## config.mk

```make
export PLATFORM = sky130hd
export DESIGN_NAME = mac_sequencer
export DESIGN_NICKNAME = d
export VERILOG_FILES = /design/src/rtl/mac_sequencer.sv
export SDC_FILE = /design/constraint.sdc
export NUM_CORES = 1
export LEC_CHECK = 0
export ABC_AREA = 1
export BUFFER_PORTS_ARGS = -buffer_cell sky130_fd_sc_hd__buf_4
export CORE_MARGIN = 5
export CORE_UTILIZATION = 55
export DETAILED_ROUTE_END_ITERATION = 12
export HOLD_SLACK_MARGIN = 0.06
export MAX_ROUTING_LAYER = met4
export PLACE_DENSITY = 0.9
export REMOVE_ABC_BUFFERS = 1
export SLEW_MARGIN = 20
export SYNTH_ARGS = -nofsm -noshare
export SYNTH_HDL_FRONTEND = slang
export SYNTH_SLANG_ARGS = --single-unit
```

## constraint.sdc

```tcl
create_clock -name clk -period 2.9 [get_ports clk]
set_clock_uncertainty 0.1 [all_clocks]
set_input_delay 0.145 -clock clk [delete_from_list [all_inputs] [get_ports clk]]
set_output_delay 0.145 -clock clk [all_outputs]
set_load 0.02 [all_outputs]
```

## src/rtl/mac_sequencer.sv

```systemverilog
// rtl/mac_sequencer.sv - sparse convolution pass sequencer driving a single mac_16bit
module mac_sequencer #(
    parameter int NON_ZERO_WEIGHTS = 27,
    parameter int NUM_OUTPUTS      = 256,
    parameter int ADDR_W           = 16,
    parameter int RESULT_LATENCY   = 5
) (
    input  logic              clk,
    input  logic              rst,
    input  logic              start,
    input  logic [ADDR_W-1:0] cfg_act_base,
    input  logic [ADDR_W-1:0] cfg_out_base,
    output logic [ADDR_W-1:0] w_addr,
    input  logic [15:0]       w_data,
    input  logic [ADDR_W-1:0] off_data,
    output logic [ADDR_W-1:0] a_addr,
    input  logic [15:0]       a_data,
    output logic [15:0]       mac_md,
    output logic [15:0]       mac_mr,
    output logic              mac_rst,
    input  logic [26:0]       mac_out,
    output logic [26:0]       out_data,
    output logic [ADDR_W-1:0] out_addr,
    output logic              out_valid,
    output logic              busy,
    output logic              done
);

    localparam int TOTAL = NON_ZERO_WEIGHTS * NUM_OUTPUTS;
    localparam int CW    = $clog2(TOTAL + 1);
    localparam int KW    = $clog2(NON_ZERO_WEIGHTS + 1);
    localparam int OW    = $clog2(NUM_OUTPUTS + 1);
    localparam int L     = RESULT_LATENCY;

    localparam logic [KW-1:0] K_LAST  = KW'(NON_ZERO_WEIGHTS - 1);
    localparam logic [CW-1:0] C_TOTAL = CW'(TOTAL);
    localparam logic [OW-1:0] O_TOTAL = OW'(NUM_OUTPUTS);

    typedef enum logic [1:0] {IDLE, ISSUE, DRAIN, DONE} state_t;

    state_t            state;
    logic [KW-1:0]     k;
    logic [ADDR_W-1:0] p;
    logic [CW-1:0]     cnt;
    logic [OW-1:0]     og;
    logic [ADDR_W-1:0] act_base;
    logic [ADDR_W-1:0] out_base;

    logic              v0, v1, v2, v3;
    logic              last0, last1, last2, last3;
    logic [ADDR_W-1:0] p0, p1;
    logic [15:0]       wd1, wd2;
    logic [L-1:0]      dl;

    logic [KW-1:0]     k_cur;
    logic [ADDR_W-1:0] p_cur;
    logic              k_end;
    logic              issue;

    // The start cycle itself issues operand (0,0), so k/p always hold the next pair to issue.
    always_comb begin
        k_cur = '0;
        p_cur = '0;
        if (state != IDLE) begin
            k_cur = k;
            p_cur = p;
        end
        k_end = (k_cur == K_LAST);
        issue = (state == IDLE && start) || (state == ISSUE && cnt != C_TOTAL);
    end

    always_ff @(posedge clk) begin
        if (!rst) begin
            state     <= IDLE;
            k         <= '0;
            p         <= '0;
            cnt       <= '0;
            og        <= '0;
            act_base  <= '0;
            out_base  <= '0;
            v0        <= 1'b0;
            v1        <= 1'b0;
            v2        <= 1'b0;
            v3        <= 1'b0;
            last0     <= 1'b0;
            last1     <= 1'b0;
            last2     <= 1'b0;
            last3     <= 1'b0;
            p0        <= '0;
            p1        <= '0;
            wd1       <= '0;
            wd2       <= '0;
            dl        <= '0;
            w_addr    <= '0;
            a_addr    <= '0;
            mac_md    <= '0;
            mac_mr    <= '0;
            mac_rst   <= 1'b0;
            out_data  <= '0;
            out_addr  <= '0;
            out_valid <= 1'b0;
            busy      <= 1'b0;
            done      <= 1'b0;
        end else begin
            v0    <= issue;
            last0 <= issue && k_end;
            if (issue) begin
                w_addr <= ADDR_W'(k_cur);
                p0     <= p_cur;
                k      <= k_end ? '0 : k_cur + KW'(1);
                p      <= k_end ? p_cur + ADDR_W'(1) : p_cur;
                cnt    <= (state == IDLE) ? CW'(1) : cnt + CW'(1);
            end

            // ROM data valid: build activation address from the aligned pixel index
            v1    <= v0;
            last1 <= last0;
            p1    <= p0;
            v2    <= v1;
            last2 <= last1;
            if (v1)
                a_addr <= act_base + p1 + off_data;
            wd1   <= w_data;
            wd2   <= wd1;
            v3    <= v2;
            last3 <= last2;

            mac_md <= v3 ? a_data : '0;
            mac_mr <= v3 ? wd2 : '0;

            // dl[0] lines up with the group's last operand on the MAC inputs
            dl[0] <= v3 && last3;
            for (int i = 1; i < L; i++)
                dl[i] <= dl[i-1];

            out_valid <= dl[L-1];
            if (dl[L-1]) begin
                out_data <= mac_out;
                out_addr <= out_base + ADDR_W'(og);
                og       <= og + OW'(1);
            end

            done <= 1'b0;
            case (state)
                IDLE: begin
                    mac_rst <= 1'b0;
                    if (start) begin
                        state    <= ISSUE;
                        busy     <= 1'b1;
                        act_base <= cfg_act_base;
                        out_base <= cfg_out_base;
                        og       <= '0;
                    end
                end
                ISSUE: begin
                    if (v2)
                        mac_rst <= 1'b1;
                    if (cnt == C_TOTAL)
                        state <= DRAIN;
                end
                DRAIN: begin
                    if (v2)
                        mac_rst <= 1'b1;
                    if (out_valid && og == O_TOTAL) begin
                        state   <= DONE;
                        done    <= 1'b1;
                        busy    <= 1'b0;
                        mac_rst <= 1'b0;
                    end
                end
                DONE: begin
                    state   <= IDLE;
                    mac_rst <= 1'b0;
                end
                default: state <= IDLE;
            endcase
        end
    end

endmodule

```

# Word-level counts from Yosys, hierarchy flattened
# Cells that the tools add are included.
# classes
reduce_logical	15
n_mux	19
eq_ne	10
add_sub_neg	7
# op_table
operator	count
$add 16x16->16	2
$mux 16	2
$mux 9	3
$add 16x1->16 const B	1
$add 16x9->16	1
$add 13x1->13 const B	1
$eq 13x13->1 const B	1
$mux 13	1
$ne 13x13->1 const B	1
$mux 5	2
$add 9x1->9 const B	1
$eq 9x9->1 const B	1
$pmux 2 s4	1
$mux 2	3
$reduce_and 2->1	3
$reduce_and 3->1	2
$add 5x1->5 const B	1
$eq 5x5->1 const B	1
$logic_and 1x1->1	5
$mux 1	5
$eq 2x2->1 const B	2
$ne 2x2->1 const B	2
$reduce_bool 2->1	2
$pmux 1 s3	1
other kinds (6)	6
# word_totals
ff_bits	254
in_bits	110
wordCells	81

# Logic depth before layout (Yosys ltp)
# depth
word_depth	4
ltp_mapped	15
ltp_nobuf	15

# Worst setup path after synthesis
# OpenSTA, ideal clock, no wires.
# synth_path
path_type	register to register
startpoint	register act_base[1]
endpoint	register a_addr[15]
path_slack_ns	0.681
synth_period_minus_slack_ns	2.219
t_arrival_ns	2.010
path_stages_with_launch	14
path_buffers	0
cell_sequence	dfxtp_1 > fa_1 > ha_1 > fa_1 > nand3_1 > nand2_1 > nand2_1 > nand2_1 > nand2_1 > nand2_1 > nand2_1 > nand3_1 > nand2_1 > inv_1
# synth_via
elab_chain_len	2
# synth_lines
element	line	text
start, declared	46	logic [ADDR_W-1:0] act_base;
start signal, assigned	150	act_base <= cfg_act_base;
$add 16x16->16 (2 in a row)	122	a_addr <= act_base + p1 + off_data;
end signal, assigned	122	
end, declared	16	output logic [ADDR_W-1:0] a_addr,
# No other way between the ends.
# A chain may end at the register's enable or synchronous reset.

# Worst setup path after layout
# layout_path
startpoint	register state[0]
endpoint	register p[15]
# layout_via
elab_chain_len	4
# layout_lines
element	line	text
start, declared	41	state_t state;
start signal, assigned	74	state <= IDLE;
start signal, assigned	148	state <= ISSUE;
start signal, assigned	159	state <= DRAIN;
$reduce_bool 2->1	64	if (state != IDLE) begin
$mux 16 / $mux 5 (equally long branches)	64	
$add 16x1->16 / $eq 5x5->1 (equally long branches)	111, 68	
$mux 16	111	p <= k_end ? p_cur + ADDR_W'(1) : p_cur;
end signal, assigned	111	
end, declared	43	logic [ADDR_W-1:0] p;
# Several ways; a longest one is shown, not always the timed one.

==> metrics.csv <==
stage;metric;value;unit
flow_run;max_cap_viol_count;0;
die;die_w;152;um
route;initialDrtViolationCount;838;
power;p_sw_share;32.3;%
clock_network;cts_made_buffers;26;
global_routing;antenna_found_initial;2;
layout;num-fill-cells;1369;
placed_design;dp_cells;1930;
die;io_pins;221;
layout;fin_cells;2075;
power;p_sw;3.08;mW
timing;fmax;404;MHz
timing;finalCritPeriodShare;85.4;%
die;core.rowCount;52;
layout;fin_nets;1943;
timing;fin_setup_tns;0;ps
setup_path;path_common_cell;nand2_1;
timing;period_needed;2480;ps
clock_network;cts_setup_buffers;0;
clock_network;cts_max_level;1;
route;wl_per_cell;15.3;um
synth;synth_edf_count;0;
placed_design;hpwl;19.7;mm
layout;largest-register;out_data;
synth;yosysMostFrequentCell;nand2_1;
power;power-per-cell-area;654;nW/um^2
timing;setup_viol;0;
power;ir_drop;0.484;mV
layout;multiInputGateArea;4880;um^2
layout;drive_above_1_share;16.4;%
clock_network;clockBufferDepth;3;
synth;synth.area.top_cells;dfxtp_1 (46%), nand2_1 (9.4%), nor2_1 (9.0%);
synth;ys_top_cells_by_count;nand2_1 (280), nor2_1 (267), dfxtp_1 (254), inv_1 (209), o21ai_0 (105);
route;finalWirelength;31.7;mm
placed_design;io_buffers;209;
die;coreArea;20100;um^2
global_routing;grt_pass1_wl;51.3;mm
setup_path;path_cells;inv_1 -> ha_1 -> buf_4 -> clkinv_4 -> nand2_2 -> nor2_4 -> nand4_2 -> nor2_2 -> nand3_1 -> nand2_1 -> nand2_1 -> nor2_1;
timing;slew_headroom;43.5;%
synth;synthCells;1497;
timing;holdWs;174;ps
global_routing;grt_use_total;26.8;%
die;start_util;55.3;%
power;p_int;6.47;mW
synth;synth_largest_area_cell;dfxtp_1;
clock_network;clkTransAtPathRegs;70;ps
power;p_seq_share;41.2;%
synth;synthesis.area;11100;um^2
synth;yosys_warnings;0;
clock_network;clk_latency;530;ps
timing;slew_viol_final;0;
setup_path;endpoint_kind;register;
clock_network;cts_root_buf;clkbuf_16;
die;die_area;23200;um^2
power;cellLeakagePower;7.22;nW
setup_path;worstSetupPathType;reg2reg;
clock_network;cts-resized-gates;0;
global_routing;grt.overflow.total;0;
layout;area_delta_synth_final;31.4;%
hold_path;holdCritPathClass;in2reg;
route;detail_route.vias_per_cell;5.19;
synth;synth_seq_area_share;45.7;%
synth;synthArstFlopShare;0;%
setup_path;required;3260;ps
die;die_height;152;um
synth;ys_ff_latch;254;
setup_path;critPathSlowestCell;dfxtp_1;
setup_path;max_stage_delay;350;ps
power;comb_power_share;24.4;%
route;ant_nets;0;
synth;yosysTopAreaCellShare;45.7;%
placed_design;routabilityCongestion;0.943;
timing;tightest_slew;847;ps
layout;fin_util;72.7;%
clock_network;cts-hold-fix-buffers;95;
power;clockPowerShare;34.3;%
global_routing;grt_max_degree;96;
route;drc;0;
route;vias;10800;
timing;rsz0062_at_grt;no;
global_routing;grt_pass1_vias;10400;
synth;avgSynthCellArea;7.43;um^2
route;drt_first_pass_iters;6;
layout;regArea;5080;um^2
timing;hold_violations;0;
clock_network;cts_num_sinks;254;
setup_path;crit_path_max_fanout;25;
synth;ys_types;44;
run_status;status;finished, final reports clean;
clock_network;cts_tree;yes;
layout;largest_register_ffs;27;
power;power.total;9.55;mW
synth;synth_ff_type;dfxtp_1;
setup_path;cp-start-kind;register;
setup_path;worstPathArrival;2830;ps
## cell families after synthesis
group	share of synthesized area, %
and+or+nand+nor	26.1
xor gates and xnor gates	2.05
adders and majority gates	6.77
DFF	45.7
buffers and inverters	10.7
AOI/OAI and AO/OA	8.63
other	0.0337
## critical path, delay by kind of cell (launching register included)
kind,cells,cell delay [ps]
and+or+nand+nor,8,1240
buffers and inverters,3,480
DFF,1,350
adders and majority gates,1,240
## layout make-up
cell class	count	area share, %
flip-flops and latches	254	34.8
repair buffers	315	17.8
clock buffers	37	5.22
diodes	3	0.0514
multi-input cells	963	33.4
well taps	270	2.31
clock inverters	10	0.608
inverters	223	5.77
## cell usage in the layout, fill, tap and decap left out, types with 2 or more instances in the layout
master / n
a21oi_1: 52
and2_1: 3
buf_4: 220
clkbuf_1: 4
clkbuf_16: 26
clkbuf_8: 7
clkinv_1: 2
clkinv_2: 8
conb_1: 11
dfxtp_1: 254
diode_2: 3
dlygate4sd3_1: 95
fa_1: 17
ha_1: 33
inv_1: 209
inv_2: 10
nand2_1: 280
nand2_2: 6
nand3_1: 81
nand3b_1: 4
nand4_1: 22
nor2_1: 267
nor2_2: 6
nor2_4: 2
nor3_1: 10
nor3_2: 2
nor3b_1: 3
o211ai_1: 5
o21ai_0: 105
o21ai_1: 4
o22ai_1: 9
o31ai_1: 5
or2_2: 2
xnor2_1: 7
xor2_1: 19
## per-layer routing
layer	track usage (%)	wire length, um
met1	31.6	12400
met2	45.9	15800
met3	3.64	2070
met4	11.7	1490
met5	-	0
## power by group through the flow
stage | Clock [mW] | Sequential (mW) | Combinational, mW
4_1_cts | 3.32 | 3.93 | 2.29
3_3_place_gp | 0 | 3.99 | 2.10
3_5_place_dp | 0 | 4.00 | 2.17
2_1_floorplan | 0 | 4.03 | 1.37
6_report | 3.28 | 3.94 | 2.33
5_1_grt | 3.47 | 3.96 | 2.59
## through the flow
step / worst slack (ps) / area (um^2)
after floorplan: 120 / 10800
after global placement: 539 / 12800
after detailed placement: 476 / 12800
after CTS: 465 / 14600
after global routing: 219 / 14600
final: 423 / 14600
## final timing paths
path | startpoint | endpoint | slack, ps | depth (start not counted)
hold / removal | off_data[15] | a_addr[15]$_SDFFE_PN0P_ | 170 | 8
setup / recovery | state[0]$_SDFFE_PN0P_ | p[15]$_SDFFE_PN0P_ | 420 | 12
hold reg to reg | wd2[5]$_SDFF_PN0_ | mac_mr[5]$_SDFF_PN0_ | 310 | 2
setup reg to reg | state[0]$_SDFFE_PN0P_ | p[15]$_SDFFE_PN0P_ | 420 | 12
Power figures use the tool's default switching activity.
